==> config.mk <==
export PLATFORM = sky130hd
export DESIGN_NAME = ether_rx_driver
export DESIGN_NICKNAME = d
export VERILOG_FILES = /design/src/rtl/ether_rx_driver.sv
export SDC_FILE = /design/constraint.sdc
export NUM_CORES = 1
export LEC_CHECK = 0
export CORE_ASPECT_RATIO = 0.75
export CORE_MARGIN = 2
export CORE_UTILIZATION = 56
export DETAILED_ROUTE_END_ITERATION = 10
export PLACE_DENSITY_LB_ADDON = 0.12
export SETUP_SLACK_MARGIN = 0.2
export SYNTH_ARGS = -nofsm -noshare
export SYNTH_HDL_FRONTEND = slang
export SYNTH_SLANG_ARGS = --single-unit
==> constraint.sdc <==
create_clock -name clk -period 5.1 [get_ports clk]
set_input_delay 1.02 -clock clk [delete_from_list [all_inputs] [get_ports clk]]
set_output_delay 1.02 -clock clk [all_outputs]
set_load 0.01 [all_outputs]
==> src/rtl/ether_rx_driver.sv <==
// MII receive driver: checks preamble/SFD and IPv4 ethertype, assembles nibbles MSB-first,
// and hands accepted frames to a single-entry valid/ready buffer; rejected frames raise an error strobe.
module ether_rx_driver #(
  parameter int  ETH_MAX_FRAME_SIZE = 256,
  parameter int  PREAMBLE_NIBBLES   = 16,
  localparam int MAX_NIB            = ETH_MAX_FRAME_SIZE / 4,
  localparam int LEN_W              = $clog2(MAX_NIB) + 1
) (
  input  logic                          clk,
  input  logic                          rst,
  input  logic [3:0]                    mii_rxd,
  input  logic                          mii_rx_dv,
  input  logic                          mii_rx_err,
  output logic [ETH_MAX_FRAME_SIZE-1:0] rx_drv_rd_data,
  output logic [LEN_W-1:0]              rx_drv_rd_len,
  output logic                          rx_drv_rd_valid,
  input  logic                          rx_drv_rd_ready,
  output logic                          rx_err_strobe,
  output logic [2:0]                    rx_err_code,
  output logic [7:0]                    rx_drop_count
);

  localparam logic [2:0] ERR_NONE  = 3'd0;
  localparam logic [2:0] ERR_PRE   = 3'd1;
  localparam logic [2:0] ERR_ETYPE = 3'd2;
  localparam logic [2:0] ERR_MII   = 3'd3;
  localparam logic [2:0] ERR_SHORT = 3'd4;
  localparam logic [2:0] ERR_LONG  = 3'd5;
  localparam logic [2:0] ERR_OVF   = 3'd6;

  localparam int P        = PREAMBLE_NIBBLES;
  localparam int MIN_NIB  = P + 28;

  typedef enum logic [1:0] {S_IDLE, S_RECV, S_DISCARD} state_t;

  state_t                        state_q, state_d;
  logic [LEN_W-1:0]              idx_q, idx_d;
  logic [ETH_MAX_FRAME_SIZE-1:0] asm_q, asm_d;
  logic [2:0]                    disc_code_q, disc_code_d;
  logic [ETH_MAX_FRAME_SIZE-1:0] buf_dat_q, buf_dat_d;
  logic [LEN_W-1:0]              buf_len_q, buf_len_d;
  logic                          buf_vld_q, buf_vld_d;
  logic                          strobe_q, strobe_d;
  logic [2:0]                    code_q, code_d;
  logic [7:0]                    drop_q, drop_d;

  logic [2:0] frame_err;
  logic [2:0] end_reject;
  logic       commit;
  logic [2:0] nib_code;

  // Expected-pattern check for the nibble landing at position pos.
  function automatic logic [2:0] nib_check(input logic [LEN_W-1:0] pos, input logic [3:0] nib);
    logic [2:0] c;
    c = ERR_NONE;
    if (pos < LEN_W'(P - 1)) begin
      if (nib != 4'hA) c = ERR_PRE;
    end else if (pos == LEN_W'(P - 1)) begin
      if (nib != 4'hB) c = ERR_PRE;
    end else if (pos == LEN_W'(P + 25)) begin
      if (nib != 4'h8) c = ERR_ETYPE;
    end else if (pos >= LEN_W'(P + 24) && pos <= LEN_W'(P + 27)) begin
      if (nib != 4'h0) c = ERR_ETYPE;
    end
    return c;
  endfunction

  always_ff @(posedge clk or negedge rst) begin
    if (!rst) state_q <= S_IDLE;
    else      state_q <= state_d;
  end

  always_comb begin
    state_d    = state_q;
    frame_err  = ERR_NONE;
    end_reject = ERR_NONE;
    commit     = 1'b0;
    nib_code   = nib_check(idx_q, mii_rxd);
    case (state_q)
      S_IDLE: begin
        if (mii_rx_dv) begin
          frame_err = mii_rx_err ? ERR_MII : nib_code;
          state_d   = (frame_err != ERR_NONE) ? S_DISCARD : S_RECV;
        end
      end
      S_RECV: begin
        if (mii_rx_dv) begin
          if (idx_q == LEN_W'(MAX_NIB)) frame_err = ERR_LONG;
          else if (mii_rx_err)          frame_err = ERR_MII;
          else                          frame_err = nib_code;
          if (frame_err != ERR_NONE) state_d = S_DISCARD;
        end else begin
          state_d = S_IDLE;
          if (idx_q < LEN_W'(MIN_NIB))                 end_reject = ERR_SHORT;
          else if (buf_vld_q && !rx_drv_rd_ready)      end_reject = ERR_OVF;
          else                                         commit     = 1'b1;
        end
      end
      S_DISCARD: begin
        if (!mii_rx_dv) begin
          state_d    = S_IDLE;
          end_reject = disc_code_q;
        end
      end
      default: state_d = S_IDLE;
    endcase
  end

  always_comb begin
    idx_d       = '0;
    asm_d       = '0;
    disc_code_d = (frame_err != ERR_NONE) ? frame_err : disc_code_q;
    if ((state_q == S_IDLE || state_q == S_RECV) && mii_rx_dv && state_d == S_RECV) begin
      asm_d = (state_q == S_IDLE) ? '0 : asm_q;
      for (int n = 0; n < MAX_NIB; n++) begin
        if (n == int'(idx_q)) asm_d[ETH_MAX_FRAME_SIZE-1-4*n -: 4] = mii_rxd;
      end
      idx_d = idx_q + LEN_W'(1);
    end

    buf_dat_d = buf_dat_q;
    buf_len_d = buf_len_q;
    buf_vld_d = buf_vld_q;
    if (commit) begin
      buf_dat_d = asm_q;
      buf_len_d = idx_q;
      buf_vld_d = 1'b1;
    end else if (buf_vld_q && rx_drv_rd_ready) begin
      buf_vld_d = 1'b0;
    end

    strobe_d = (end_reject != ERR_NONE);
    code_d   = strobe_d ? end_reject : code_q;
    drop_d   = (strobe_d && drop_q != 8'hFF) ? drop_q + 8'd1 : drop_q;
  end

  always_ff @(posedge clk or negedge rst) begin
    if (!rst) begin
      idx_q       <= '0;
      asm_q       <= '0;
      disc_code_q <= ERR_NONE;
      buf_dat_q   <= '0;
      buf_len_q   <= '0;
      buf_vld_q   <= 1'b0;
      strobe_q    <= 1'b0;
      code_q      <= ERR_NONE;
      drop_q      <= '0;
    end else begin
      idx_q       <= idx_d;
      asm_q       <= asm_d;
      disc_code_q <= disc_code_d;
      buf_dat_q   <= buf_dat_d;
      buf_len_q   <= buf_len_d;
      buf_vld_q   <= buf_vld_d;
      strobe_q    <= strobe_d;
      code_q      <= code_d;
      drop_q      <= drop_d;
    end
  end

  assign rx_drv_rd_data  = buf_dat_q;
  assign rx_drv_rd_len   = buf_len_q;
  assign rx_drv_rd_valid = buf_vld_q;
  assign rx_err_strobe   = strobe_q;
  assign rx_err_code     = code_q;
  assign rx_drop_count   = drop_q;

endmodule

==> run_results.csv <==
group,metric,value,unit
worst_setup_path,critPathArrivalTime,3.98,ns
sta,worst_pin_slew,0.9873,ns
sta,slew_headroom,33.89,%
synth,synth_top_flop_cell,"dfrtp_1",
worst_setup_path,critical_path_class,"reg -> reg",
cts,clock-sinks,544,
routing,dr.first_iter.drc_count,1347,
worst_setup_path,crit_path_cell_trace,"or3b_1 > a31oi_1 > a31oi_1 > a21oi_1 > a2bb2oi_4 > buf_4 > a211oi_1",
floorplan,fp.dieW,235.7,µm
cts,cts_buffer_depth,3,
synth,syn_inst,1868,
floorplan,num_rows,63,
final_layout,design_area,0.02728,mm²
grt,grt_usage,27.60,%
worst_setup_path,path_delay_family,"compound AO/OA/AOI/OAI gates",
power_and_ir_drop,p_leak,11.90,nW
synth,seq_area_frac_synth,60.39,%
grt,grt_pass1_vias,15750,
routing,viasPerCell,6.030,
cts,clockRootBuffer,"clkbuf_16",
place,io_buffers,284,
sta,grt_setup_unrepaired,"no",
sta,fin_crit,3.555,ns
floorplan,ioPinCount,285,
routing,drc_errors,0,
final_layout,fin_util,68.94,%
cts,cts_setup_buffers,0,
floorplan,start_util,56.97,%
routing,ant_nets,0,
routing,vias,15877,
cts,cts_buffers,51,
power_and_ir_drop,fin_total_pwr,9.112,mW
place,pre_cts_ws,1.295,ns
outcome,status,"completed",
synth,ys_ff_latch,544,
synth,synth_edf_count,0,
floorplan,core-area,0.03957,mm²
synth,synth_cell_types,51,
synth,synthArstFlopShare,100.0,%
cts,cts_tree,"done",
power_and_ir_drop,p_per_area,334.0,mW/mm²
synth,yosys_warnings,0,
sta,skew,0.02420,ns
floorplan,die_h,177.8,µm
worst_setup_path,rr_worst_depth,7,
worst_setup_path,r2r-start,"idx_q[5]",
grt,grt_start_max_net_pins,152,
worst_setup_path,path_depth,7,
grt,antenna_found_initial,1,
synth,synth_top_cell_by_area,"dfrtp_1",
power_and_ir_drop,peakVddDrop,0.2804,mV
cts,cts_resized,0,
worst_setup_path,worst_setup_path_end_kind,"register",
synth,syn_avg_cell_area,12.07,µm²
cts,ctsHoldBuffers,0,
routing,drt-pass1-iter-count,7,
sta,hold_violations,0,
worst_setup_path,worstSetupStartpointType,"register",
final_layout,drive_above_1_share,17.95,%
sta,max_freq,281.3,MHz
final_layout,fill_cells,2897,
final_layout,syn_to_final_growth,21.01,%
place,dp_hpwl,35.82,mm
synth,synth_area,0.02254,mm²
job,max_cap_violations,0,
worst_setup_path,slowest_stage,"or3b_1",
cts,clk_pin_slew_worst_paths,0.07,ns
worst_setup_path,critPathMaxFanout,49,
cts,clock_latency,0.58,ns
routing,drt-total-wl,57.99,mm
sta,report.final.slew_viol_count,0,
floorplan,design.die.area,0.04189,mm²
worst_setup_path,critPathBufInv,1,
sta,finalSetupTns,0,ns
min_path,hold_class,"in -> async",
synth,synth_top_area_share,60.39,%
worst_setup_path,r2r_setup_slack,1.54,ns
sta,worst_slack,1.545,ns
worst_setup_path,crit_top_cell,"a31oi_1",
sta,setup_viol,0,
routing,wire_per_inst,22.02,µm
place,place_congestion,0.8766,
cts,htreeDepth,2,
worst_setup_path,crit_required,5.52,ns
worst_setup_path,reg2reg_to,"asm_q[227]",
sta,post-route-period-util,69.71,%
synth,syn_nets,1886,
grt,gr-total-overflow,0,
place,placed_area,0.02567,mm²
final_layout,final_net_count,2095,
synth,synth.area.top_cells,"dfrtp_1 (60%), mux2_2 (13%), nor3b_1 (5.1%)",
grt,grt_pass1_wl,90.76,mm
worst_setup_path,slowest_delay,0.66,ns
metal layers:
layer / share of wire, % / wire length [µm] / track usage [%]
met1: 44 / 25300 / 39.37
met2: 47 / 27530 / 44.12
met3: 6.2 / 3603 / 4.511
met4: 2.7 / 1558 / 8.148
met5: 0 / 0 / 0
power by group:
part / switching, mW / leakage [nW] / total, mW / internal (mW)
Combinational: 0.813 / 3.53 / 1.02 / 0.207
Clock: 1.60 / 0.785 / 3.69 / 2.09
Sequential: 0.0484 / 7.58 / 4.40 / 4.36
registers in the layout (all words and copies together), names as in the netlist:
signal,flops
rx_err_strobe,1
rx_drv_rd_len,7
disc_code_q,3
rx_drv_rd_valid,1
rx_drop_count,8
asm_q,256
idx_q,7
rx_drv_rd_data,256
state_q,2
rx_err_code,3
cell usage in the layout, fill, tap and decap left out, types with 9 or more instances in the layout:
cell	instances
a211oi_1	62
a21oi_1	161
a31oi_1	16
and3_1	46
buf_12	9
buf_4	17
clkbuf_1	16
clkbuf_16	52
clkdlybuf4s50_1	279
dfrtp_1	544
inv_1	9
mux2_2	264
nand2_1	71
nand3_1	84
nor2_1	50
nor3_1	170
nor3b_1	152
how the worst max path moves through the flow:
| stage | start | slack (ns) | endpoint |
|---|---|---|---|
| floorplan | mii_rx_dv | 2.49 | asm_q[216] |
| detailed placement | mii_rx_dv | 1.29 | asm_q[227] |
| finish | idx_q[5] | 1.54 | asm_q[227] |
| global placement | mii_rx_dv | 1.38 | asm_q[243] |
| global route | idx_q[5] | 1.40 | asm_q[58] |
| CTS | idx_q[5] | 1.58 | asm_q[55] |
stage by stage:
stage                     cells  hold slack [ns]
after global placement     2544           0.4769
after detailed placement   2544           0.4840
final                      2633           0.4882
after CTS                  2632           0.4910
after floorplan            1868           0.4706
after global routing       2633           0.5097
Yosys cell counts (2+ instances only):
master      n
a211oi_1   62
a21o_1      3
a21oi_1   161
a221oi_1    2
a31oi_1    16
and2_1      8
and3_1     46
buf_2      40
buf_4      17
clkbuf_1   95
dfrtp_1   544
ha_1        9
inv_1       9
mux2_2    264
nand2_1    71
nand2b_1    3
nand3_1    84
nand3b_1    3
nand4_1     6
nor2_1     50
nor2b_1     5
nor3_1    171
nor3b_1   154
o21ai_0     7
o31ai_1     3
xnor2_1     8
xor2_1      3
layout make-up:
cell class                      instances  area, µm²  area share (%)
Antenna cell                            1      2.502        0.009173
Clock buffer                           76       1471           5.394
Clock inverter                         12      131.4          0.4816
Inverter                               10      37.54          0.1376
Multi-Input combinational cell       1160       8238           30.20
Sequential cell                       544      13610           49.90
Tap cell                              520      650.6           2.385
Timing Repair Buffer                  310       3136           11.49
cells by family after synthesis:
family,after synthesis,synth area share [%]
AO/OA/AOI/OAI,267,7.088
flip-flops,544,60.39
multiplexers,264,13.19
XOR/XNOR,11,0.4274
adder cells (fa/ha/maj),9,0.4995
buffers and inverters,164,3.269
AND/OR/NAND/NOR,609,15.14
No activity file was read; power rests on OpenSTA's default activity.
